$ cat config.mk
export PLATFORM = sky130hd
export DESIGN_NAME = bram_port_arbiter
export DESIGN_NICKNAME = d
export VERILOG_FILES = /design/src/rtl/bram_port_arbiter.sv
export SDC_FILE = /design/constraint.sdc
export NUM_CORES = 1
export LEC_CHECK = 0
export ABC_CLOCK_PERIOD_IN_PS = 3700
export BUFFER_PORTS_ARGS = -buffer_cell sky130_fd_sc_hd__buf_2
export CORE_AREA = 2 2 118 120
export DETAILED_ROUTE_END_ITERATION = 10
export DIE_AREA = 0 0 120 122
export GPL_TIMING_DRIVEN = 0
export PLACE_DENSITY = 0.62
export SYNTH_ARGS = -nofsm -noshare
export SYNTH_HDL_FRONTEND = slang
export SYNTH_SLANG_ARGS = --single-unit
$ cat constraint.sdc
create_clock -name clk -period 3.7 [get_ports clk]
set_input_delay 1.11 -clock clk [delete_from_list [all_inputs] [get_ports clk]]
set_output_delay 1.11 -clock clk [all_outputs]
set_load 0.02 [all_outputs]
$ cat src/rtl/bram_port_arbiter.sv
// rtl/bram_port_arbiter.sv - round-robin two-requester arbiter for one single-port BRAM
// Define BRAM_ARB_FIXED_PRIO_EN to give requester 0 fixed priority on contention.
module bram_port_arbiter #(
  parameter int ADDRESS_WIDTH = 32,
  parameter int DATA_WIDTH    = 32
) (
  input  logic                     clk,
  input  logic                     n_clr,
  input  logic                     s0_valid,
  output logic                     s0_ready,
  input  logic                     s0_we,
  input  logic [ADDRESS_WIDTH-1:0] s0_addr,
  input  logic [DATA_WIDTH-1:0]    s0_wdata,
  output logic                     s0_rvalid,
  output logic [DATA_WIDTH-1:0]    s0_rdata,
  input  logic                     s1_valid,
  output logic                     s1_ready,
  input  logic                     s1_we,
  input  logic [ADDRESS_WIDTH-1:0] s1_addr,
  input  logic [DATA_WIDTH-1:0]    s1_wdata,
  output logic                     s1_rvalid,
  output logic [DATA_WIDTH-1:0]    s1_rdata,
  input  logic                     clr_req,
  output logic                     busy,
  output logic                     mem_read_en,
  output logic                     mem_write_en,
  output logic                     mem_n_clr,
  output logic [ADDRESS_WIDTH-1:0] mem_addr,
  output logic [DATA_WIDTH-1:0]    mem_data_in,
  input  logic [DATA_WIDTH-1:0]    mem_data_out
);

  typedef enum logic [1:0] {ST_INIT, ST_RUN, ST_CLEAR} state_t;

  state_t state_q, state_d;
  logic   run;
  logic   grant0, grant1;

  always_ff @(posedge clk or negedge n_clr) begin
    if (!n_clr) state_q <= ST_INIT;
    else        state_q <= state_d;
  end

  always_comb begin
    state_d = state_q;
    case (state_q)
      ST_INIT:  state_d = ST_RUN;
      ST_RUN:   if (clr_req) state_d = ST_CLEAR;
      ST_CLEAR: state_d = ST_RUN;
      default:  state_d = ST_INIT;
    endcase
  end

  assign run       = (state_q == ST_RUN);
  assign busy      = !run;
  assign mem_n_clr = run;

`ifdef BRAM_ARB_FIXED_PRIO_EN
  always_comb begin
    grant0 = 1'b0;
    grant1 = 1'b0;
    if (run) begin
      grant0 = s0_valid;
      grant1 = s1_valid && !s0_valid;
    end
  end
`else
  logic rr_ptr_q;

  // Pointer names the requester that wins the next contended cycle.
  always_ff @(posedge clk or negedge n_clr) begin
    if (!n_clr)      rr_ptr_q <= 1'b0;
    else if (grant0) rr_ptr_q <= 1'b1;
    else if (grant1) rr_ptr_q <= 1'b0;
  end

  always_comb begin
    grant0 = 1'b0;
    grant1 = 1'b0;
    if (run) begin
      grant0 = s0_valid && (!s1_valid || !rr_ptr_q);
      grant1 = s1_valid && (!s0_valid ||  rr_ptr_q);
    end
  end
`endif

  assign s0_ready = grant0;
  assign s1_ready = grant1;

  always_comb begin
    mem_read_en  = 1'b0;
    mem_write_en = 1'b0;
    mem_addr     = '0;
    mem_data_in  = '0;
    if (grant0) begin
      mem_read_en  = !s0_we;
      mem_write_en = s0_we;
      mem_addr     = s0_addr;
      mem_data_in  = s0_wdata;
    end else if (grant1) begin
      mem_read_en  = !s1_we;
      mem_write_en = s1_we;
      mem_addr     = s1_addr;
      mem_data_in  = s1_wdata;
    end
  end

  // Read data is captured at the grant edge so rdata holds until the next return.
  always_ff @(posedge clk or negedge n_clr) begin
    if (!n_clr) begin
      s0_rvalid <= 1'b0;
      s1_rvalid <= 1'b0;
      s0_rdata  <= '0;
      s1_rdata  <= '0;
    end else begin
      s0_rvalid <= grant0 && !s0_we;
      s1_rvalid <= grant1 && !s1_we;
      if (grant0 && !s0_we) s0_rdata <= mem_data_out;
      if (grant1 && !s1_we) s1_rdata <= mem_data_out;
    end
  end

endmodule

==> metrics, run 1 <==
post-detail-place hpwl=10600 µm; clock sink total=69; area post-placement=0.00498 mm²; Reg-to-Reg Start=state_q[1]$_DFFE_PN0P_; Req. time, crit path=2590 ps; Max-cap violations=0; ys async rst share=1.00; Int Power=2.41 mW; sequential power share=0.322; H-tree levels=3; clk buf depth=2; post-synthesis sequential area ratio=0.532; DRT iter0 DRCs=128; RSZ-0062 raised after global routing=no; clock latency on the worst-skew pair=320 ps; Synth area leaders=dfrtp_1 (53%), mux2_2 (19%), a22o_1 (17%), mux2_1 (3.5%), buf_2 (2.0%); Initial Util=0.240; Ys Warns=0; setup bufs post-CTS=0; io pins=303; vias per std cell=4.59; Core Util, Final=0.394; Reg2Reg Depth=4; hold depth=1; CP most frequent cell=buf_2; hold slack=483 ps; Netlist Area Pre-Place=0.00325 mm²; Pwr Density=738 mW/mm²; FMAX=279 MHz; worst slew pin tran=827 ps; CTS clock-pin slew for the worst setup and hold paths=50 ps; Tmin final=3580 ps; Slowest-stage cell, CP=buf_2; Die Ht=122 µm; first-pass GRT wire length=18700 µm; worst-path fanout max=10; CP Data Arrival Time=2470 ps; #FFs+latches synth=69; max_slew headroom=0.449; initial antenna violation count=3; via count=3385; Cells after Synth=237; type of origin of the critical path=input pin; largest net degree at the start of global routing=70; GP Congestion=0.887; die area=0.0146 mm²; die width=120 µm; R2R Setup Slk=1860 ps; Site Rows=43; vias in the first global route=3445; largest area contributor in the netlist=dfrtp_1; post-DR wirelength/cell=17.4 µm; Inserted Clock Buffers=9; Core ar.=0.0135 mm²; placed insts=719; final hold violation count=0; most common cell in the netlist=dfrtp_1; DRC Markers=0; most frequent cells after synthesis=dfrtp_1 (69), a22o_1 (64), mux2_2 (54); share of layout cells above drive strength 1=0.709; maximum vdd drop=478 µV; hold wc startpoint=s1_rdata[25]$_DFFE_PN0P_; combinational power share=0.445; Fill cells=1353; slowest cell delay on critical path=270 ps; Final WS setup=121 ps; post-synthesis net count=404; Final nets=716; Post-Layout Cell Count=737; Hold Path Class=reg -> reg; Post-synth top flop=dfrtp_1; post-synth top area share=0.532; critical path class=in -> out; leakage=2.88 nW; endpoints failing setup=0; Mean Syn Cell Area=13.7 µm²; R2R Path End=s1_rdata[8]$_DFFE_PN0P_; WHS Endpoint=s1_rdata[25]$_DFFE_PN0P_; NetSw=1.52 mW; count of cell types in the netlist=23; I/O Buffers=302; status=completed; worst clock skew=3.82 ps; clock power share=0.233; total routed wirelength=12800 µm; Final Max Tran Viols=0; crit-path cells=buf_2, nand3b_1, nor2_1, buf_2, buf_2, a22o_1, buf_2; Final ANT Viol Nets=0; switching portion of total power=0.387; Finished Cell Area=0.00532 mm²; Synth-to-Final Area Change=64.0%; CTS tree=built; Tot GR Track Use=0.167; drt first pass iters=4; Multi-input gate area=0.00140 mm²; Critical Path Source=s1_valid; nature of the critical path endpoint=output pin; Register Area=0.00173 mm²; crit share post-route=0.967; DP Worst Slack=-87.9 ps; CTS Root Cell=clkbuf_16; grt total ovfl=0; Post-synth EDFFs=0
==> layout make-up <==
cell class,instances,area share
Antenna cell,3,0.00141
Clock inverter,6,0.0162
Buffer,19,0.0219
Timing Repair Buffer,302,0.284
Inverter,2,0.00165
Sequential cell,69,0.324
Multi-Input combinational cell,146,0.263
Clock buffer,10,0.0449
Tap cell,180,0.0423
==> registers in the layout, indices dropped and copies added, names as in the netlist <==
| name | cells |
|---|---|
| rr_ptr_q | 1 |
| s1_rdata | 32 |
| s0_rdata | 32 |
| s1_rvalid | 1 |
| state_q | 2 |
| s0_rvalid | 1 |
==> through the flow <==
step | power, mW | setup TNS, ps
2_1_floorplan | 2.34 | 0
3_3_place_gp | 3.00 | -47.1
3_5_place_dp | 3.04 | -141
4_1_cts | 3.97 | 0
5_1_grt | 4.16 | 0
6_report | 3.93 | 0
==> what timing repair did <==
| action | CTS | global route |
|---|---|---|
| hold endpoints to repair | 0 | 0 |
| gates resized for setup | 2 | 1 |
| setup endpoints to repair | 4 | 13 |
| hold buffers | 0 | 0 |
==> cell usage in the layout (no fill, tap or decap), types with 2 or more instances in the layout <==
cell,netlist,layout
buf_2,13,313
diode_2,0,3
buf_6,3,3
nor2b_1,2,2
a22o_1,64,64
dfrtp_1,69,69
bufinv_16,0,2
clkbuf_16,0,9
o21ai_0,2,2
nand2_1,3,3
a21oi_1,2,2
clkinv_2,0,3
buf_4,1,2
mux2_1,10,10
nand3b_1,2,2
mux2_2,54,54
==> power groups by stage <==
stage / sequential (mW) / combinational [mW] / clock (mW)
after floorplan: 1.68 / 0.656 / 0
after global placement: 1.25 / 1.75 / 0
after detailed placement: 1.27 / 1.77 / 0
after CTS: 1.27 / 1.77 / 0.938
after global routing: 1.31 / 1.87 / 0.975
final: 1.27 / 1.75 / 0.916
==> layer usage <==
metal,GRT usage,wire length (µm),vias up
met3,0.0510,1070,19
met5,0,0,-
met4,0.0787,273,0
met1,0.191,4960,1644
met2,0.286,6490,187
li1,-,-,1535
==> logic make-up (layout without fill, tap and decap cells) <==
logic type / after synthesis / count (layout) / synth area share
flops: 69 / 69 / 0.532
simple gates: 13 / 13 / 0.0262
other cells: 0 / 3 / 0
buf+inv: 22 / 339 / 0.0385
compound gates: 69 / 69 / 0.181
mux: 64 / 64 / 0.222
==> critical path: cells and delay by family <==
kind	cells	cell delay [ps]
buf+inv	4	830
compound gates	1	190
simple gates	2	330
==> how the worst max path moves through the flow <==
stage | depth (start not counted) | to
3_5_place_dp | 7 | mem_write_en
2_1_floorplan | 5 | mem_write_en
4_1_cts | 7 | mem_data_in[7]
6_report | 7 | mem_addr[8]
3_3_place_gp | 7 | mem_write_en
5_1_grt | 7 | mem_addr[8]
No activity file was read; power rests on OpenSTA's default activity.
==> run 2: changes to the inputs <==
Settings changed: GPL_TIMING_DRIVEN 0 to unset.
==> run 2 against run 1 <==
Count of clock-buffer cells in the layout up 5. Sequential power hardly changed. Register-to-register slack got worse by 70 ps. Sequential share of layout area up 0.35 points. Critical endpoint is now mem_data_in[26]. Flip-flop and latch count stayed put. First-iteration DRC count is 14% higher. Worst hold slack worse by 0.51 ps. Final area down 1.1%. Clock power decreased by 15%.
==> metrics, run 2 (synthesis results as in run 1) <==
initial antenna violation count=5; most frequent cells in the layout=buf_2 (302), dfrtp_1 (69), a22o_1 (64); Reg-to-Reg Start=state_q[1]$_DFFE_PN0P_; Tot GR Track Use=0.166; Finished Cell Area=0.00527 mm²; Hold Path Class=reg -> reg; FMAX=286 MHz; Post-Layout Cell Count=728; hold depth=1; crit share post-route=0.945; io pins=303; DRC Markers=0; Final nets=705; drt first pass iters=4; vias per std cell=4.57; clk buf depth=2; CTS clock-pin slew for the worst setup and hold paths=50 ps; largest net degree at the start of global routing=55; worst slew pin tran=743 ps; CTS Root Cell=clkbuf_16; Fill cells=1342; placed insts=707; R2R Setup Slk=1790 ps; RSZ-0062 raised after global routing=no; H-tree levels=3; type of origin of the critical path=input pin; R2R Path End=s1_rdata[15]$_DFFE_PN0P_; Inserted Clock Buffers=9; PostCTS Resize Cnt=0; leakage=2.82 nW; Site Rows=43; Reg2Reg Depth=4; maximum vdd drop=399 µV; clock sink total=69; status=completed; post-detail-place hpwl=10400 µm; Synth-to-Final Area Change=62.3%; Initial Util=0.240; total routed wirelength=12700 µm; setup bufs post-CTS=0; die width=120 µm; via count=3329; Final Max Tran Viols=0; post-DR wirelength/cell=17.5 µm; max_slew headroom=0.505; nature of the critical path endpoint=output pin; die area=0.0146 mm²; final hold violation count=0; Die Ht=122 µm; endpoints failing setup=0; CTS tree=built; Tmin final=3500 ps; CP Data Arrival Time=2390 ps; grt total ovfl=0; vias in the first global route=3463; Req. time, crit path=2590 ps; cts hold-fix bufs=0; WHS Endpoint=s1_rdata[25]$_DFFE_PN0P_; hold wc startpoint=s1_rdata[25]$_DFFE_PN0P_; biggest registers after layout=s0_rdata (32), s1_rdata (32), state_q (2); Pwr Density=722 mW/mm²; Core ar.=0.0135 mm²; DP Worst Slack=192 ps; Tot Pwr=3.80 mW; first-pass GRT wire length=18500 µm; I/O Buffers=302; DRT iter0 DRCs=146; worst-path fanout max=50; Final WS setup=204 ps; Max-cap violations=0; Setup TNS=0 ps; commonest non-fill, non-tap cell in the layout=buf_2; share of layout cells above drive strength 1=0.700; area post-placement=0.00498 mm²; Final ANT Viol Nets=0; critical path class=in -> out; GP Congestion=0.933; worst clock skew=3.26 ps; Critical Path Source=s1_valid; clock latency on the worst-skew pair=330 ps
## run 2: report_power, final
part	internal, mW	switching [mW]	total (mW)
combinational	0.715	1.04	1.75
clock	0.490	0.293	0.783
sequential	1.09	0.171	1.26
## run 2: per-layer routing
| layer | wire length, µm | vias to the layer above | global-route usage | share of wire |
|---|---|---|---|---|
| li1 | - | 1517 | - | - |
| met4 | 538 | 0 | 0.103 | 0.042 |
| met1 | 4810 | 1597 | 0.179 | 0.38 |
| met2 | 6250 | 179 | 0.280 | 0.49 |
| met3 | 1120 | 36 | 0.0562 | 0.088 |
| met5 | 0 | - | 0 | 0 |
## run 2: how the worst max path moves through the flow
stage,slack [ps],cells past startpoint,end
after floorplan,410,5,mem_write_en
after global placement,240,6,mem_addr[7]
after detailed placement,190,6,mem_addr[7]
after CTS,190,6,mem_addr[7]
after global routing,90,6,mem_addr[7]
final,200,6,mem_data_in[26]
## run 2: final cells by class
class,count,area (µm²),area share
Inverter,2,7.51,0.00143
Tap cell,180,225,0.0428
Timing Repair Buffer,310,1610,0.306
Clock inverter,1,5.00,0.000950
Sequential cell,69,1730,0.328
Multi-Input combinational cell,146,1410,0.268
Antenna cell,5,12.5,0.00238
Clock buffer,15,268,0.0508
## run 2: critical path, cell delays in order
cell	delay (ps)
buf_2	140
nand3b_1	210
nor2_4	270
buf_12	250
a22o_1	200
buf_2	180
## run 2: per-stage QoR
step	hold slack, ps	utilization
2_1_floorplan	476	-
3_3_place_gp	465	0.369
3_5_place_dp	469	0.369
4_1_cts	489	0.389
5_1_grt	499	0.390
6_report	483	0.390
